==> src/rtl/mem_stage_access.sv <==
// MEM-stage access controller: issues loads/stores to a req/ack data memory,
// freezes the front of the pipeline while an access is outstanding, and holds MEM/WB.
module mem_stage_access #(
  parameter int unsigned TIMEOUT = 16,
  parameter int unsigned CNT_W   = 5
) (
  input  logic        clk,
  input  logic        rst,
  input  logic [31:0] ALUResultIn,
  input  logic [31:0] ReadDataRF1In,
  input  logic [4:0]  WriteRegisterIn,
  input  logic        RegWriteIn,
  input  logic        MemReadIn,
  input  logic        MemWriteIn,
  input  logic        MemToRegIn,
  output logic        MemReq,
  output logic        MemWe,
  output logic [31:0] MemAddr,
  output logic [31:0] MemWData,
  input  logic [31:0] MemRData,
  input  logic        MemAck,
  output logic        Stall,
  output logic        RegWrite,
  output logic        MemToReg,
  output logic [31:0] ReadData,
  output logic [31:0] ALUResult,
  output logic [4:0]  WriteRegister,
  output logic        Misalign,
  output logic        BusErr
);

  localparam logic [0:0]       ST_IDLE   = 1'b0;
  localparam logic [0:0]       ST_ACCESS = 1'b1;
  localparam logic [CNT_W-1:0] CNT_LAST  = CNT_W'(TIMEOUT - 1);

  logic [0:0]       r_state;
  logic [CNT_W-1:0] r_cnt;
  logic             w_memop;
  logic             w_aligned;
  logic             w_start;
  logic             w_last;

  assign w_memop   = MemReadIn | MemWriteIn;
  assign w_aligned = (ALUResultIn[1:0] == 2'b00);
  assign w_start   = w_memop & w_aligned;
  assign w_last    = (r_cnt == CNT_LAST);

  // In the timeout cycle the stall is released so the failing instruction retires.
  always_comb begin
    Stall = 1'b0;
    if (r_state == ST_IDLE) Stall = w_start;
    else                    Stall = !MemAck && !w_last;
  end

  always_ff @(posedge clk) begin
    if (rst) begin
      r_state       <= ST_IDLE;
      r_cnt         <= '0;
      MemReq        <= 1'b0;
      MemWe         <= 1'b0;
      MemAddr       <= '0;
      MemWData      <= '0;
      RegWrite      <= 1'b0;
      MemToReg      <= 1'b0;
      ReadData      <= '0;
      ALUResult     <= '0;
      WriteRegister <= '0;
      Misalign      <= 1'b0;
      BusErr        <= 1'b0;
    end else begin
      // MEM/WB defaults to a bubble; only retiring instructions overwrite it.
      Misalign      <= 1'b0;
      BusErr        <= 1'b0;
      RegWrite      <= 1'b0;
      MemToReg      <= 1'b0;
      ReadData      <= '0;
      ALUResult     <= '0;
      WriteRegister <= '0;
      if (r_state == ST_IDLE) begin
        if (!w_memop) begin
          RegWrite      <= RegWriteIn;
          MemToReg      <= MemToRegIn;
          ALUResult     <= ALUResultIn;
          WriteRegister <= WriteRegisterIn;
        end else if (!w_aligned) begin
          Misalign <= 1'b1;
        end else begin
          r_state  <= ST_ACCESS;
          r_cnt    <= '0;
          MemReq   <= 1'b1;
          MemWe    <= MemWriteIn & ~MemReadIn;
          MemAddr  <= ALUResultIn;
          MemWData <= ReadDataRF1In;
        end
      end else begin
        if (MemAck) begin
          RegWrite      <= RegWriteIn;
          MemToReg      <= MemToRegIn;
          ALUResult     <= ALUResultIn;
          WriteRegister <= WriteRegisterIn;
          ReadData      <= MemWe ? '0 : MemRData;
          MemReq        <= 1'b0;
          r_state       <= ST_IDLE;
        end else if (w_last) begin
          BusErr  <= 1'b1;
          MemReq  <= 1'b0;
          r_state <= ST_IDLE;
        end else begin
          r_cnt <= r_cnt + 1'b1;
        end
      end
    end
  end

endmodule

==> config.mk <==
export PLATFORM = sky130hd
export DESIGN_NAME = mem_stage_access
export DESIGN_NICKNAME = d
export VERILOG_FILES = /design/src/rtl/mem_stage_access.sv
export SDC_FILE = /design/constraint.sdc
export NUM_CORES = 1
export LEC_CHECK = 0
export BUFFER_PORTS_ARGS = -buffer_cell sky130_fd_sc_hd__clkbuf_2
export CORE_MARGIN = 5
export CORE_UTILIZATION = 48
export DETAILED_ROUTE_END_ITERATION = 8
export HOLD_SLACK_MARGIN = 0.02
export PLACE_DENSITY_LB_ADDON = 0.2
export SKIP_LAST_GASP = 1
export SYNTH_ARGS = -nofsm -noshare
export SYNTH_HDL_FRONTEND = slang
export SYNTH_SLANG_ARGS = --single-unit
==> constraint.sdc <==
create_clock -name clk -period 4.95 [get_ports clk]
set_clock_uncertainty 0.2 [all_clocks]
set_input_delay 0.7425 -clock clk [delete_from_list [all_inputs] [get_ports clk]]
set_output_delay 0.7425 -clock clk [all_outputs]
set_load 0.005 [all_outputs]
Word level (Yosys, flattened, before mapping)

Index checks and enable logic that the tools add are counted.

Flip-flop bits (word level): 145
Bits of input ports: 108
Word-level logic and storage cells: 67

Add/subtract/negate cells: 1
Eq/ne operators: 4
Multiplexer cells: 30
Bitwise operators: 7
Reduce and logical (&&, ||, !) cells: 12

Operator list:

| cell                                                             | count |
|---|---|
| 32-bit 2-to-1 mux                                                | 3 |
| 5-bit 2-to-1 mux                                                 | 8 |
| 1-bit 2-to-1 mux                                                 | 19 |
| 3-bit AND reduction                                              | 2 |
| 3-bit OR reduction                                               | 2 |
| 5-bit by 1-bit adder with 5-bit output (second input constant)   | 1 |
| 5-bit by 4-bit == test with 1-bit output (second input constant) | 1 |
| 2-bit != test (second input constant)                            | 2 |
| 1-bit inverter                                                   | 4 |
| 4-bit AND reduction                                              | 1 |
| 2-bit nonzero test                                               | 2 |
| 4-bit OR reduction                                               | 1 |
| 3-bit by 2-bit != test with 1-bit output (second input constant) | 1 |
| 1-bit bitwise AND                                                | 2 |
| 1-bit logical NOT                                                | 2 |
| 2-bit logical NOT                                                | 1 |
| 1-bit logical AND                                                | 1 |
| 1-bit bitwise OR                                                 | 1 |

Depth between registers and ports, before layout

Depth in word-level cells: 4
Depth in mapped cells: 6
Gate-level depth less buffers: 6

Least setup slack after synthesis

No wires, ideal clock.

Path type: input to output
Start point: input port ALUResultIn[0]
End point: output port Stall
Arrival time: 1.445 ns
Data required time: 4.008 ns
Slack: 2.563 ns
Stages: 3
Cells stage by stage: or3_4 > buf_6 > o21ai_2

Cells in the longest elaborated chain, start to end: 3

RTL lines:

| what              | RTL line | text |
|---|---|---|
| from (decl)       | 9        | `input logic [31:0] ALUResultIn,` |
| 2-bit logical NOT | 44       | `assign w_aligned = (ALUResultIn[1:0] == 2'b00);` |
| 1-bit bitwise AND | 45       | `assign w_start = w_memop & w_aligned;` |
| 1-bit 2-to-1 mux  | 51       | `if (r_state == ST_IDLE) Stall = w_start;` |
| to (decl)         | 22       | `output logic Stall,` |

No other way between the ends.

Worst setup path in the final report

Start point: register r_cnt[0]
End point: output port Stall

Cells in the longest elaborated chain, start to end: 4

RTL lines:

| what                                     | RTL line | text |
|---|---|---|
| from (decl)                              | 37       | `logic [CNT_W-1:0] r_cnt;` |
| from (signal assigned)                   | 109      | `r_cnt <= r_cnt + 1'b1;` |
| 5-bit by 4-bit == test with 1-bit output | 46       | `assign w_last = (r_cnt == CNT_LAST);` |
| named net w_last                         | 41       | `logic w_last;` |
| 1-bit logical NOT                        | 52       | `else Stall = !MemAck && !w_last;` |
| 1-bit logical AND                        | 52       |  |
| 1-bit 2-to-1 mux                         | 51       |  |

The timed path passes the listed nets, and every way through them passes these cells.

==> flow_summary.rst <==
.. list-table::
   :header-rows: 1

   * - Metric
     - Value
   * - Final weighted congestion of routability-driven global placement
     - between 0.7 and 0.8
   * - Max incr delay on CP
     - 0.45 ns
   * - Leakage
     - 3.03 nW
   * - Final Cycle Share
     - 64.5%
   * - # setup viols final
     - 0
   * - CTS clock-pin slew for the worst setup and hold paths
     - roughly 0.060 ns
   * - DRT iter0 DRCs
     - roughly 170
   * - ANT nets after route
     - 0
   * - Internal power
     - ~2.0 mW
   * - Area added between synthesis and finish
     - 37.8%
   * - Final worst path period need
     - 3.19 ns
   * - Setup fix buffers added after clock tree synthesis
     - 0
   * - Share of cells above drive strength 1
     - roughly two fifths
   * - Tightest Hold Check Type
     - input port to flip-flop
   * - Crit path launch type
     - flip-flop
   * - Part of the power in the clock network
     - 46.6%
   * - Final count of pins violating max slew
     - 0
   * - Final routed DRC violation total
     - 0
   * - Area of the die
     - around 12,000 um2
   * - Achievable frequency
     - 0.313 GHz
   * - Antenna violations before repair
     - 0
   * - Overall routed net length
     - 13,200 um
   * - Cell area after layout
     - between 6000 and 7000 um2
   * - Outcome
     - completed
   * - Cell repeated most along the worst path
     - sky130_fd_sc_hd__ha_1
   * - Post-CTS sizing
     - 0
   * - Width of the chip
     - 110 um
   * - Highest fanout seen on the critical path
     - 5
   * - Avg Cell Area, Syn
     - 9.80 um2
   * - Clock insertion delay at the later pin of the skew report
     - 0.51 ns
   * - Reg power frac
     - 46.3%
   * - # port buffers
     - 247
   * - Share of the synthesized area in the top cell type
     - 60.4%
   * - Synthesized instance count
     - 490
   * - RSZ-0062 raised after global routing
     - no
   * - I/O pin total
     - 248
   * - Maximum Capacitance Violations
     - 0
   * - Seq/Total Area, Yosys
     - 60.4%
   * - Critical-path top delay cell
     - sky130_fd_sc_hd__or3b_1
   * - Setup crit end kind
     - output pin
   * - CP Data Required Time
     - ~4 ns
   * - Post-DR vias/cell
     - 5.01
   * - WL per Instance
     - 15.3 um
   * - Die height
     - between 100 and 150 um
   * - Switching Power
     - a little over 0.6 mW
   * - Core region area
     - 9770 um2
   * - P per Cell Area
     - approximately 400 nW/um2
   * - Post-Synthesis Cell Area
     - slightly below 5000 um2
   * - Number of buffers created by CTS
     - 17
   * - Starting utilization of the core area
     - 49.1%
   * - Remaining max-slew budget at the tightest pin
     - between 15 and 20%
   * - Cell Area, Placed
     - 6040 um2
   * - Wire length of the first global-routing pass
     - 20,100 um
   * - CP Cell Sequence
     - ha_1, and3_1, ha_1, or3b_1, o21ai_2, clkbuf_2
   * - Root buffer cell
     - sky130_fd_sc_hd__clkbuf_8
   * - First-pass DRT Iterations
     - 4
   * - GRT Util Overall
     - 21.5%
   * - Data arrival time of the worst path
     - 2.25 ns
   * - Clock H-tree levels
     - 4
   * - Type of the worst setup path
     - flip-flop to output pin
   * - Number of hold-slack violations in the final timing report
     - 0
   * - Vias post-DR
     - 4,320
   * - Number of cell rows
     - 36
   * - Part of the power in combinational logic
     - 7.1%
   * - HPWL after detailed placement
     - 9440 um
   * - Synthesized flop and latch total
     - between 100 and 150
   * - Antenna diode count
     - 0
   * - Vias in the first global route
     - 4,336
   * - Post-Route Setup TNS
     - 0 ns
   * - Hold buffer count at cts
     - 0
   * - Count of cell types in the netlist
     - 39
   * - Total gr overflow
     - 0
   * - Total number of yosys warnings
     - 0
   * - Top area cells in the synthesized netlist
     - sky130_fd_sc_hd__dfxtp_1 60%, sky130_fd_sc_hd__and2_1 9.2%, sky130_fd_sc_hd__a21oi_1 6.9%
   * - Actual transition at the worst max-transition pin
     - 1.25 ns
   * - Cell taking the most area after synthesis
     - sky130_fd_sc_hd__dfxtp_1
   * - Worst R2R Setup Slack
     - between 2 and 2.5 ns
   * - Max Root-Sink Buffers
     - 2
   * - Largest net degree at the start of global routing
     - 68
   * - Sw Share
     - between 20% and 30%
   * - Peak supply drop
     - 0.248 mV
   * - Post-Synthesis Net Count
     - 600
   * - Final net count
     - ~830
   * - Clk sinks
     - 145
   * - CTS tree
     - built
==> power by group through the flow <==
stage	combinational (mW)	sequential [mW]	clock [mW]
3_5_place_dp	0.189	1.25	0
6_report	0.187	1.22	1.23
2_1_floorplan	0.0866	1.25	0
4_1_cts	0.190	1.22	1.25
3_3_place_gp	0.184	1.25	0
5_1_grt	0.211	1.22	1.30
==> metrics by stage <==
step / utilization (%) / cells / setup WS, ns / hold WS, ns / power (mW)
after floorplan: - / 490 / 2.56 / 0.243 / 1.33
after global placement: 61.8 / 831 / 2.08 / 0.261 / 1.43
after detailed placement: 61.8 / 831 / 2.03 / 0.267 / 1.44
after CTS: 67.7 / 863 / 1.74 / 0.196 / 2.66
after global routing: 67.7 / 863 / 1.66 / 0.198 / 2.73
final: 67.7 / 863 / 1.76 / 0.220 / 2.64
==> cells by family after synthesis <==
family	count (synthesis)	synth area share, %
and+or+nand+nor	159	19.4
AOI/OAI and AO/OA	139	15.1
buffers and inverters	45	4.61
DFF	145	60.4
adders and majority gates	2	0.521
==> synthesized netlist by cell type <==
cell type	number
sky130_fd_sc_hd__a211oi_1	1
sky130_fd_sc_hd__a21oi_1	66
sky130_fd_sc_hd__a21oi_2	1
sky130_fd_sc_hd__a311oi_1	1
sky130_fd_sc_hd__a31oi_1	1
sky130_fd_sc_hd__a41oi_1	1
sky130_fd_sc_hd__and2_1	71
sky130_fd_sc_hd__and3_1	1
sky130_fd_sc_hd__and4bb_2	1
sky130_fd_sc_hd__buf_1	1
sky130_fd_sc_hd__buf_2	10
sky130_fd_sc_hd__buf_4	6
sky130_fd_sc_hd__buf_6	2
sky130_fd_sc_hd__clkbuf_1	23
sky130_fd_sc_hd__clkbuf_2	2
sky130_fd_sc_hd__dfxtp_1	145
sky130_fd_sc_hd__ha_1	2
sky130_fd_sc_hd__inv_1	1
sky130_fd_sc_hd__nand2_1	2
sky130_fd_sc_hd__nand2b_1	2
sky130_fd_sc_hd__nand3_1	64
sky130_fd_sc_hd__nand3b_1	1
sky130_fd_sc_hd__nand4b_1	1
sky130_fd_sc_hd__nor2_1	3
sky130_fd_sc_hd__nor2b_1	1
sky130_fd_sc_hd__nor3_1	2
sky130_fd_sc_hd__nor3b_1	2
sky130_fd_sc_hd__nor3b_2	1
sky130_fd_sc_hd__nor4_1	1
sky130_fd_sc_hd__nor4bb_1	1
sky130_fd_sc_hd__o211ai_1	3
sky130_fd_sc_hd__o21a_1	1
sky130_fd_sc_hd__o21ai_0	61
sky130_fd_sc_hd__o21ai_1	2
sky130_fd_sc_hd__o21ai_2	1
sky130_fd_sc_hd__or2_2	1
sky130_fd_sc_hd__or3_1	2
sky130_fd_sc_hd__or3_4	1
sky130_fd_sc_hd__or3b_1	1
==> sequential cells by signal, indices dropped and copies added (netlist names) <==
signal,count
ALUResult,32
BusErr,1
MemAddr,32
MemReq,1
MemToReg,1
MemWData,32
MemWe,1
Misalign,1
ReadData,32
RegWrite,1
WriteRegister,5
r_cnt,5
r_state,1
==> placed cells by master (no fill, tap or decap), types with 2 or more instances in the layout <==
cell and count:
sky130_fd_sc_hd__clkbuf_2 247, sky130_fd_sc_hd__ha_1 2, sky130_fd_sc_hd__or3_1 2, sky130_fd_sc_hd__buf_4 5, sky130_fd_sc_hd__bufinv_16 2, sky130_fd_sc_hd__clkbuf_8 3
sky130_fd_sc_hd__dfxtp_1 145, sky130_fd_sc_hd__nand2b_1 2, sky130_fd_sc_hd__nand3_1 64, sky130_fd_sc_hd__a21oi_1 66, sky130_fd_sc_hd__nor2_1 2, sky130_fd_sc_hd__clkinv_2 3
sky130_fd_sc_hd__and2_1 71, sky130_fd_sc_hd__o21ai_1 2, sky130_fd_sc_hd__o211ai_1 3, sky130_fd_sc_hd__clkbuf_16 16, sky130_fd_sc_hd__nand2_1 2, sky130_fd_sc_hd__clkinvlp_4 2
sky130_fd_sc_hd__o21ai_0 61, sky130_fd_sc_hd__clkinv_4 4, sky130_fd_sc_hd__nor3b_1 2
==> final cells by class <==
class / instances / area, um2
clock inverter: 12 / 134
clock buffer: 20 / 445
sequential: 145 / 2900
tap: 133 / 166
fill: 818 / 3160
inverter: 1 / 3.75
timing repair buffer: 252 / 1270
multi-input combinational: 300 / 1690
==> routing by layer <==
metal	part of all wire (%)	track usage, %	vias to the layer above
met2	50	37.4	198
li1	-	-	2135
met4	2.3	9.88	0
met1	36	21.9	1965
met5	0	0	-
met3	11	9.61	22
==> path summary, 6_finish.rpt <==
kind / from / end / cells past startpoint
max: r_cnt[0] / Stall / 6
min: MemRData[20] / ReadData[20] / 2
min reg2reg: MemAddr[15] / MemAddr[15] / 2
max reg2reg: r_state / MemAddr[13] / 4
==> critical path, delay by kind of cell, from the launching register on <==
kind / cells / cell delay, ns
simple gates: 2 / 0.64
buf+inv: 1 / 0.16
compound gates: 1 / 0.13
flops: 1 / 0.34
fa+ha+maj: 2 / 0.45
Note: power is estimated with default switching activity, not from simulation.
